$ cat src/rtl/lcd_ctrl_if.sv
// Bundle between the processor's io_lcd register and the LCD write controller.
// The master drives the register word; the slave drives the LCD pins and status.
interface lcd_ctrl_if;
   logic [31:0] lcd_word_i;
   logic        lcd_on_o;
   logic        lcd_rs_o;
   logic        lcd_rw_o;
   logic        lcd_en_o;
   logic [7:0]  lcd_data_o;
   logic        busy_o;
   logic        overflow_o;

   modport master (
      output lcd_word_i,
      input  lcd_on_o, lcd_rs_o, lcd_rw_o, lcd_en_o, lcd_data_o, busy_o, overflow_o
   );

   modport slave (
      input  lcd_word_i,
      output lcd_on_o, lcd_rs_o, lcd_rw_o, lcd_en_o, lcd_data_o, busy_o, overflow_o
   );
endinterface

$ cat src/rtl/lcd_ctrl.sv
// HD44780 write sequencer: turns rising edges of the EN request bit into timed
// setup/pulse/hold/wait bus cycles, with a one-entry pending buffer.
module lcd_ctrl #(
   parameter int unsigned SETUP_CYC      = 3,
   parameter int unsigned PULSE_CYC      = 12,
   parameter int unsigned HOLD_CYC       = 2,
   parameter int unsigned SHORT_WAIT_CYC = 2000,
   parameter int unsigned LONG_WAIT_CYC  = 80000
) (
   input  logic       clk_i,
   input  logic       rst_ni,
   lcd_ctrl_if.slave  bus
);

   localparam int unsigned Max01  = (SETUP_CYC > PULSE_CYC) ? SETUP_CYC : PULSE_CYC;
   localparam int unsigned Max012 = (Max01 > HOLD_CYC) ? Max01 : HOLD_CYC;
   localparam int unsigned MaxW   = (SHORT_WAIT_CYC > LONG_WAIT_CYC) ? SHORT_WAIT_CYC
                                                                     : LONG_WAIT_CYC;
   localparam int unsigned MaxCyc = (Max012 > MaxW) ? Max012 : MaxW;
   localparam int unsigned CntW   = $clog2(MaxCyc + 1);

   typedef enum logic [2:0] {StIdle, StSetup, StPulse, StHold, StWait} state_e;

   state_e            state_q, state_d;
   logic [CntW-1:0]   cnt_q, cnt_d;
   logic              en_prev_q;
   logic              on_q;
   logic              rs_q, rs_d;
   logic [7:0]        data_q, data_d;
   logic              pend_q, pend_d;
   logic              pend_rs_q, pend_rs_d;
   logic [7:0]        pend_data_q, pend_data_d;
   logic              ovf_q, ovf_d;

   logic              req;
   logic              is_long;
   logic              cnt_last;
   logic              wait_done;
   logic              unused_bits;

   assign req         = bus.lcd_word_i[10] & ~en_prev_q;
   assign is_long     = ~rs_q & (data_q[7:2] == 6'd0) & (data_q[1:0] != 2'd0);
   assign cnt_last    = (cnt_q == CntW'(1));
   assign wait_done   = (state_q == StWait) & cnt_last;
   assign unused_bits = ^{bus.lcd_word_i[30:11], bus.lcd_word_i[8]};

   always_comb begin
      state_d     = state_q;
      cnt_d       = (state_q == StIdle) ? cnt_q : cnt_q - CntW'(1);
      rs_d        = rs_q;
      data_d      = data_q;
      pend_d      = pend_q;
      pend_rs_d   = pend_rs_q;
      pend_data_d = pend_data_q;
      ovf_d       = ovf_q;

      case (state_q)
         StIdle: begin
            if (req) begin
               state_d = StSetup;
               cnt_d   = CntW'(SETUP_CYC);
               rs_d    = bus.lcd_word_i[9];
               data_d  = bus.lcd_word_i[7:0];
            end
         end
         StSetup: begin
            if (cnt_last) begin
               state_d = StPulse;
               cnt_d   = CntW'(PULSE_CYC);
            end
         end
         StPulse: begin
            if (cnt_last) begin
               state_d = StHold;
               cnt_d   = CntW'(HOLD_CYC);
            end
         end
         StHold: begin
            if (cnt_last) begin
               state_d = StWait;
               cnt_d   = is_long ? CntW'(LONG_WAIT_CYC) : CntW'(SHORT_WAIT_CYC);
            end
         end
         StWait: begin
            if (cnt_last) begin
               if (pend_q) begin
                  state_d = StSetup;
                  cnt_d   = CntW'(SETUP_CYC);
                  rs_d    = pend_rs_q;
                  data_d  = pend_data_q;
                  pend_d  = 1'b0;
               end else if (req) begin
                  state_d = StSetup;
                  cnt_d   = CntW'(SETUP_CYC);
                  rs_d    = bus.lcd_word_i[9];
                  data_d  = bus.lcd_word_i[7:0];
               end else begin
                  state_d = StIdle;
               end
            end
         end
         default: state_d = StIdle;
      endcase

      // A request while busy fills the slot; the slot frees up on the same edge
      // the pending entry is launched, so that case is not an overflow.
      if (req && (state_q != StIdle) && !(wait_done && !pend_q)) begin
         if (pend_q && !wait_done) begin
            ovf_d = 1'b1;
         end else begin
            pend_d      = 1'b1;
            pend_rs_d   = bus.lcd_word_i[9];
            pend_data_d = bus.lcd_word_i[7:0];
         end
      end
   end

   always_ff @(posedge clk_i or negedge rst_ni) begin
      if (!rst_ni) begin
         state_q     <= StIdle;
         cnt_q       <= '0;
         en_prev_q   <= 1'b0;
         on_q        <= 1'b0;
         rs_q        <= 1'b0;
         data_q      <= 8'h00;
         pend_q      <= 1'b0;
         pend_rs_q   <= 1'b0;
         pend_data_q <= 8'h00;
         ovf_q       <= 1'b0;
      end else begin
         state_q     <= state_d;
         cnt_q       <= cnt_d;
         en_prev_q   <= bus.lcd_word_i[10];
         on_q        <= bus.lcd_word_i[31];
         rs_q        <= rs_d;
         data_q      <= data_d;
         pend_q      <= pend_d;
         pend_rs_q   <= pend_rs_d;
         pend_data_q <= pend_data_d;
         ovf_q       <= ovf_d;
      end
   end

   assign bus.lcd_on_o   = on_q;
   assign bus.lcd_rs_o   = rs_q;
   assign bus.lcd_rw_o   = 1'b0;
   assign bus.lcd_en_o   = (state_q == StPulse);
   assign bus.lcd_data_o = data_q;
   assign bus.busy_o     = (state_q != StIdle) | pend_q;
   assign bus.overflow_o = ovf_q;

endmodule

$ cat src/flat_wrapper.sv
// flat-port wrapper written by rule: the top's interface ports become plain ports
module lcd_ctrl_flat 
#(
   parameter int unsigned SETUP_CYC      = 3,
   parameter int unsigned PULSE_CYC      = 12,
   parameter int unsigned HOLD_CYC       = 2,
   parameter int unsigned SHORT_WAIT_CYC = 2000,
   parameter int unsigned LONG_WAIT_CYC  = 80000
)
  (clk_i, rst_ni, bus_lcd_word_i, bus_lcd_on_o, bus_lcd_rs_o, bus_lcd_rw_o, bus_lcd_en_o, bus_lcd_data_o, bus_busy_o, bus_overflow_o);
  lcd_ctrl_if bus_i ();
  input  logic clk_i;
  input  logic rst_ni;
  input wire logic [$bits(bus_i.lcd_word_i)-1:0] bus_lcd_word_i;
  output wire logic [$bits(bus_i.lcd_on_o)-1:0] bus_lcd_on_o;
  output wire logic [$bits(bus_i.lcd_rs_o)-1:0] bus_lcd_rs_o;
  output wire logic [$bits(bus_i.lcd_rw_o)-1:0] bus_lcd_rw_o;
  output wire logic [$bits(bus_i.lcd_en_o)-1:0] bus_lcd_en_o;
  output wire logic [$bits(bus_i.lcd_data_o)-1:0] bus_lcd_data_o;
  output wire logic [$bits(bus_i.busy_o)-1:0] bus_busy_o;
  output wire logic [$bits(bus_i.overflow_o)-1:0] bus_overflow_o;
  assign bus_i.lcd_word_i = bus_lcd_word_i;
  assign bus_lcd_on_o = bus_i.lcd_on_o;
  assign bus_lcd_rs_o = bus_i.lcd_rs_o;
  assign bus_lcd_rw_o = bus_i.lcd_rw_o;
  assign bus_lcd_en_o = bus_i.lcd_en_o;
  assign bus_lcd_data_o = bus_i.lcd_data_o;
  assign bus_busy_o = bus_i.busy_o;
  assign bus_overflow_o = bus_i.overflow_o;
  lcd_ctrl #(.SETUP_CYC(SETUP_CYC), .PULSE_CYC(PULSE_CYC), .HOLD_CYC(HOLD_CYC), .SHORT_WAIT_CYC(SHORT_WAIT_CYC), .LONG_WAIT_CYC(LONG_WAIT_CYC)) u_core (.clk_i(clk_i), .rst_ni(rst_ni), .bus(bus_i));
endmodule
$ cat config.mk
export PLATFORM = sky130hd
export DESIGN_NAME = lcd_ctrl_flat
export DESIGN_NICKNAME = d
export VERILOG_FILES = /design/src/rtl/lcd_ctrl_if.sv /design/src/rtl/lcd_ctrl.sv /design/src/flat_wrapper.sv
export SDC_FILE = /design/constraint.sdc
export NUM_CORES = 1
export LEC_CHECK = 0
export ABC_AREA = 1
export CAP_MARGIN = 40
export CORE_UTILIZATION = 30
export DETAILED_ROUTE_END_ITERATION = 12
export PLACE_DENSITY_LB_ADDON = 0.2
export SKIP_LAST_GASP = 1
export SLEW_MARGIN = 20
export SYNTH_ARGS = -nofsm -noshare
export SYNTH_HDL_FRONTEND = slang
export SYNTH_SLANG_ARGS = --single-unit
$ cat constraint.sdc
create_clock -name clk_i -period 1.8 [get_ports clk_i]
set_clock_uncertainty 0.1 [all_clocks]
set_input_delay 0.54 -clock clk_i [delete_from_list [all_inputs] [get_ports clk_i]]
set_output_delay 0.54 -clock clk_i [all_outputs]
set_load 0.01 [all_outputs]
=== Word level (Yosys, flattened, before mapping) ===
Index checks and enable logic that the tools add are counted.

* Register bits: 42
* Bits of input ports: 34
* Output and inout bits: 14
* Word-level logic and storage cells: 74

* Add/sub/neg operators: 1
* Equal/unequal tests: 10
* Multiplexer cells: 29
* Bitwise logic cells: 8
* Reduce and logical (&&, ||, !) cells: 16

{| class="wikitable"
|+ Operators by type and width
! cell !! number
|-
| 17-bit two-way mux || 8
|-
| 17-bit case mux with 5 select lines || 1
|-
| 8-bit two-way mux || 3
|-
| 3-bit two-way mux || 6
|-
| 17-bit by 1-bit == test with 1-bit output (second input constant) || 1
|-
| 17-bit by 1-bit subtractor with 17-bit output (second input constant) || 1
|-
| 8-bit case mux with 2 select lines || 1
|-
| 3-bit case mux with 5 select lines || 1
|-
| 2-bit by 1-bit != test with 1-bit output (second input constant) || 5
|-
| 1-bit two-way mux || 8
|-
| 3-bit by 2-bit == test with 1-bit output (second input constant) || 2
|-
| 6-bit logical NOT || 1
|-
| 2-bit AND reduction || 3
|-
| 5-bit AND reduction || 1
|-
| 1-bit bitwise AND || 4
|-
| 1-bit logical AND || 4
|-
| 2-bit nonzero test || 2
|-
| 3-bit by 1-bit == test with 1-bit output (second input constant) || 1
|-
| 3-bit == test (second input constant) || 1
|-
| 1-bit logical NOT || 3
|-
| 3-bit logical NOT || 1
|-
| 1-bit inverter || 3
|-
| 3-bit nonzero test || 1
|-
| 1-bit case mux with 2 select lines || 1
|-
| 1-bit OR || 1
|}

=== Logic depth before layout (Yosys ltp) ===
* Depth in word-level cells: 6
* Mapped depth: 12
* Depth with buffers taken out: 12

=== Worst setup path before layout ===
No wires, ideal clock.

* Path type: reg2reg
* Start point: reg u_core.cnt_q[1]
* End point: reg u_core.cnt_q[16]
* Library setup time: 121 ps
* Arrival time: 1,368 ps
* Data required time: 1,579 ps
* Path slack: 211 ps
* Stages on the path, launching flop included: 12
* Path buffers: 0
* Period minus slack after synthesis: 1,589 ps
* Cells stage by stage: dfrtp_1 inv_1 ha_1 inv_1 nor2_1 nand2_1 nor2_4 nand2_2 nand2_4 nand3_2 nand3_1 nand2_1

* Cells in the longest elaborated chain, start to end: 6
* Elaborated cells between the ends (all ways): 10
* Those cells by class: 1 x add/sub; 1 x eq/ne; 8 x mux

{| class="wikitable"
|+ Ends and longest elaborated chain
! element !! line !! source
|-
| start, declared || lcd_ctrl.sv:25 || <nowiki>logic [CntW-1:0] cnt_q, cnt_d;</nowiki>
|-
| start signal, assigned || lcd_ctrl.sv:132 || <nowiki>cnt_q <= cnt_d;</nowiki>
|-
| 17-bit by 1-bit subtractor with 17-bit output || lcd_ctrl.sv:49 || <nowiki>cnt_d = (state_q == StIdle) ? cnt_q : cnt_q - CntW'(1);</nowiki>
|-
| 17-bit two-way mux || lcd_ctrl.sv:49 ||
|-
| 17-bit two-way mux || lcd_ctrl.sv:59, lcd_ctrl.sv:92 ||
|-
| 17-bit two-way mux || lcd_ctrl.sv:86 || <nowiki>if (pend_q) begin</nowiki>
|-
| 17-bit two-way mux || lcd_ctrl.sv:85 || <nowiki>if (cnt_last) begin</nowiki>
|-
| 17-bit case mux with 5 select lines * || lcd_ctrl.sv:57 || <nowiki>case (state_q)</nowiki>
|-
| named net u_core.cnt_d[16] || lcd_ctrl.sv:25 ||
|}

The timed path passes the listed nets; every way through them passes the cells marked *.
A chain may end at the register's enable or synchronous reset.

=== Final worst setup path ===
* Start point: reg u_core.cnt_q[1]
* End point: reg u_core.pend_data_q[5]

* Cells in the longest elaborated chain, start to end: 6
* Elaborated cells between the ends (all ways): 9
* Those cells by class: 1 x eq/ne; 2 x bitwise; 6 x reduce/logical

{| class="wikitable"
|+ Ends and longest elaborated chain
! element !! line !! source
|-
| 17-bit by 1-bit == test with 1-bit output * || lcd_ctrl.sv:43 || <nowiki>assign cnt_last = (cnt_q == CntW'(1));</nowiki>
|-
| 1-bit bitwise AND * || lcd_ctrl.sv:44 || <nowiki>assign wait_done = (state_q == StWait) & cnt_last;</nowiki>
|-
| 1-bit logical AND or 1-bit logical NOT (tied branches) || lcd_ctrl.sv:107, lcd_ctrl.sv:108 ||
|-
| 1-bit logical NOT or 1-bit logical AND (tied branches) || lcd_ctrl.sv:107, lcd_ctrl.sv:108 ||
|-
| 1-bit logical AND or 1-bit inverter (tied branches) || -- ||
|-
| 2-bit AND reduction (no source line) * || -- ||
|-
| end signal, assigned || lcd_ctrl.sv:139 || <nowiki>pend_data_q <= pend_data_d;</nowiki>
|-
| end, declared || lcd_ctrl.sv:32 || <nowiki>logic [7:0] pend_data_q, pend_data_d;</nowiki>
|}

Every way passes the cells marked *; elsewhere a longest branch is shown, timed or not.

==> qor.yml <==
power.internal_w: 0.00373
drtPass1Iterations: 4
overflow: 0
drcViolationCount: 0
pin_count: 48
ys_seq_area_frac: 0.427
fp.dieH_um: 92.6
drt-initial-drc-count: 91
drv_cap: 0
power_frac_seq: 0.227
path_clk_slew_ps: 90
ys_ff_latch: 42
critical_path_required_ps: 1900
cts-root-buf: "clkbuf_8"
antenna_found_initial: 0
worstSkewPairLatency_ps: 300
synth_nets: 369
yosys_warnings: 0
violations: "setup timing"
post-route-worst-setup-slack_ps: -110
final_antenna_net_count: 0
grtUsageTotal: 0.161
layout.cells.non_filler: 520
relSlewSlack: 0.640
place_ws_ps: -298
crit_type: "register to register"
coreArea_um2: 7850
rsz0062_at_grt: "yes"
start_util: 0.314
cp_max_fo: 4
yosysUniqueCellTypes: 33
cts_max_level: 2
hold_viol: 0
cts_buffer_depth: 2
chipWidth_um: 92.6
dieArea_um2: 8580
num_antenna_cells: 0
grt_pass1_vias: 2360
p_leak_nw: 1.83
worst_setup_path_end_kind: "register"
layout_commonest_cell: "nand2_1"
syn_area_per_cell_um2: 7.40
p_sw_frac: 0.461
viasPerCell: 4.73
area_growth_pct: 53.8
status: "finished with violations"
rows: 32
cts.sinks: 42
fin_crit_sh: 1.06
start_kind: "register"
grt_max_degree: 43
synth_cells: 333
max_freq_mhz: 524
finalWirelength_um: 7050
power.density_nw_per_um2: 1830
place_hpwl_um: 4460
cts_buffers: 5
hp-class: "primary input to async pin"
setup_viol: 25
wl_per_cell_um: 13.6
vdd_drop_max_mv: 0.794
fin_crit_ps: 1910
placement.io_buffers: 25
gp_congestion: 0.788
fin_nets: 453
synth_area_um2: 2460
vias: 2460
dp_cells: 483
clkPwrFrac: 0.097
report.final.slew_viol_count: 0
layout_common_cells: "78 x nand2_1, 42 x dfrtp_1, 36 x buf_4, 32 x nor2_1, 24 x nand3_1"
grt_first_pass_wirelength_um: 11000
worst_pin_slew_ps: 539
p_switching_w: 0.00319
cts_hold_buf: 0
comb_power_share: 0.675
fill_cells: 757
final_layout_size_suffix_gt1_frac: 0.356
worstPathArrival_ps: 2010
cts_tree: "yes"
p_total_w: 0.00692
## kinds of logic (layout without fill, tap and decap cells)
family / count (synthesis) / in the layout / share of synthesized area
AO/OA/AOI/OAI: 37 / 37 / 0.0802
XOR/XNOR: 8 / 8 / 0.0284
adder cells (fa/ha/maj): 2 / 2 / 0.0102
buffers and inverters: 37 / 120 / 0.0635
flip-flops: 42 / 42 / 0.427
other: 1 / 1 / 0.00152
AND/OR/NAND/NOR: 206 / 208 / 0.390
## power groups by stage
stage / combinational, W / sequential, W / clock (W)
2_1_floorplan: 0.00209 / 0.00158 / 0
3_3_place_gp: 0.00327 / 0.00157 / 0
3_5_place_dp: 0.00329 / 0.00156 / 0
4_1_cts: 0.00339 / 0.00154 / 0.000690
5_1_grt: 0.00520 / 0.00163 / 0.000724
6_report: 0.00467 / 0.00157 / 0.000675
## state kept, by name, indices dropped and copies added, names as in the netlist, 3 cells and up
| name | flops |
|---|---|
| u_core.cnt_q | 17 |
| u_core.pend_data_q | 8 |
| u_core.state_q | 3 |
| u_core.bus.lcd_data_o | 8 |
## worst paths after layout
check | from | slack (ps) | end | depth (start not counted)
setup / recovery | u_core.cnt_q[1] | -110 | u_core.pend_data_q[5] | 13
hold / removal | rst_ni | 90 | u_core.cnt_q[11] | 2
setup reg to reg | u_core.cnt_q[1] | -110 | u_core.pend_data_q[5] | 13
hold reg to reg | u_core.bus.overflow_o | 380 | u_core.bus.overflow_o | 1
max in group asynchronous | rst_ni | 1270 | u_core.pend_q | 2
min in group clk_i | u_core.bus.overflow_o | 380 | u_core.bus.overflow_o | 1
## worst max-delay path, cell delays in order, from the launching register on
cell,delay [ps]
dfrtp_1,410
inv_2,80
ha_4,120
inv_2,40
nor2_4,90
nand2_2,60
nor2_4,180
buf_6,130
nand3_4,110
nand2_4,140
buf_6,110
nand3_4,90
nand2_1,90
nand2_1,50
## per-layer routing
layer	GRT usage	wire length (um)	up-vias
met5	0	0	-
met4	0.0449	55	0
met3	0.0296	300	5
met2	0.275	3600	61
met1	0.209	3100	1160
li1	-	-	1234
## timing repair
item	CTS	global route
endpoints found under the setup margin	34	42
buffers inserted	7	20
resized for setup	27	105
pin swaps	1	52
endpoints found under the hold margin	0	0
cloned	0	3
## stage by stage
stage | TNS, ps | utilization | hold WS (ps) | cell area [um2]
after floorplan | 0 | - | 144 | 2460
after global placement | -7900 | 0.387 | 361 | 3040
after detailed placement | -7050 | 0.387 | 365 | 3040
after CTS | -96.7 | 0.408 | 117 | 3200
after global routing | -4770 | 0.483 | 117 | 3790
final | -1240 | 0.483 | 95.0 | 3790
## cell usage after synthesis
cell / n / area [um2]
ha_1: 2 / 25.0
nor2_2: 3 / 18.8
nand2_2: 9 / 56.3
xor2_1: 5 / 43.8
inv_2: 5 / 18.8
dfrtp_1: 42 / 1050
a21oi_1: 16 / 80.1
o21bai_1: 1 / 7.51
o22ai_1: 1 / 6.26
and3_1: 6 / 37.5
o21ai_0: 15 / 75.1
nand4_1: 4 / 25.0
nand3_2: 3 / 30.0
nand2_1: 98 / 368
a21o_1: 1 / 7.51
a22oi_1: 1 / 7.51
o21ai_1: 1 / 5.00
nor2_8: 1 / 20.0
buf_4: 2 / 15.0
nand3b_1: 2 / 15.0
nor2_1: 40 / 150
nor2_4: 5 / 56.3
o21ai_2: 1 / 8.76
xnor2_1: 3 / 26.3
nor3_1: 3 / 15.0
clkbuf_1: 1 / 3.75
buf_2: 2 / 10.0
conb_1: 1 / 3.75
buf_6: 1 / 11.3
nand3_1: 30 / 150
inv_1: 26 / 97.6
or2_0: 1 / 6.26
nand2_4: 1 / 11.3
## area by class of cell
cell class | instances | area, um2 | share of cell area
Clock buffer | 6 | 82.6 | 0.0218
Clock inverter | 2 | 12.5 | 0.00330
Inverter | 31 | 121 | 0.0320
Multi-Input combinational cell | 256 | 1620 | 0.427
Sequential cell | 42 | 1050 | 0.277
Tap cell | 102 | 128 | 0.0337
Timing Repair Buffer | 81 | 778 | 0.205
Note: power is estimated with default switching activity, not from simulation.
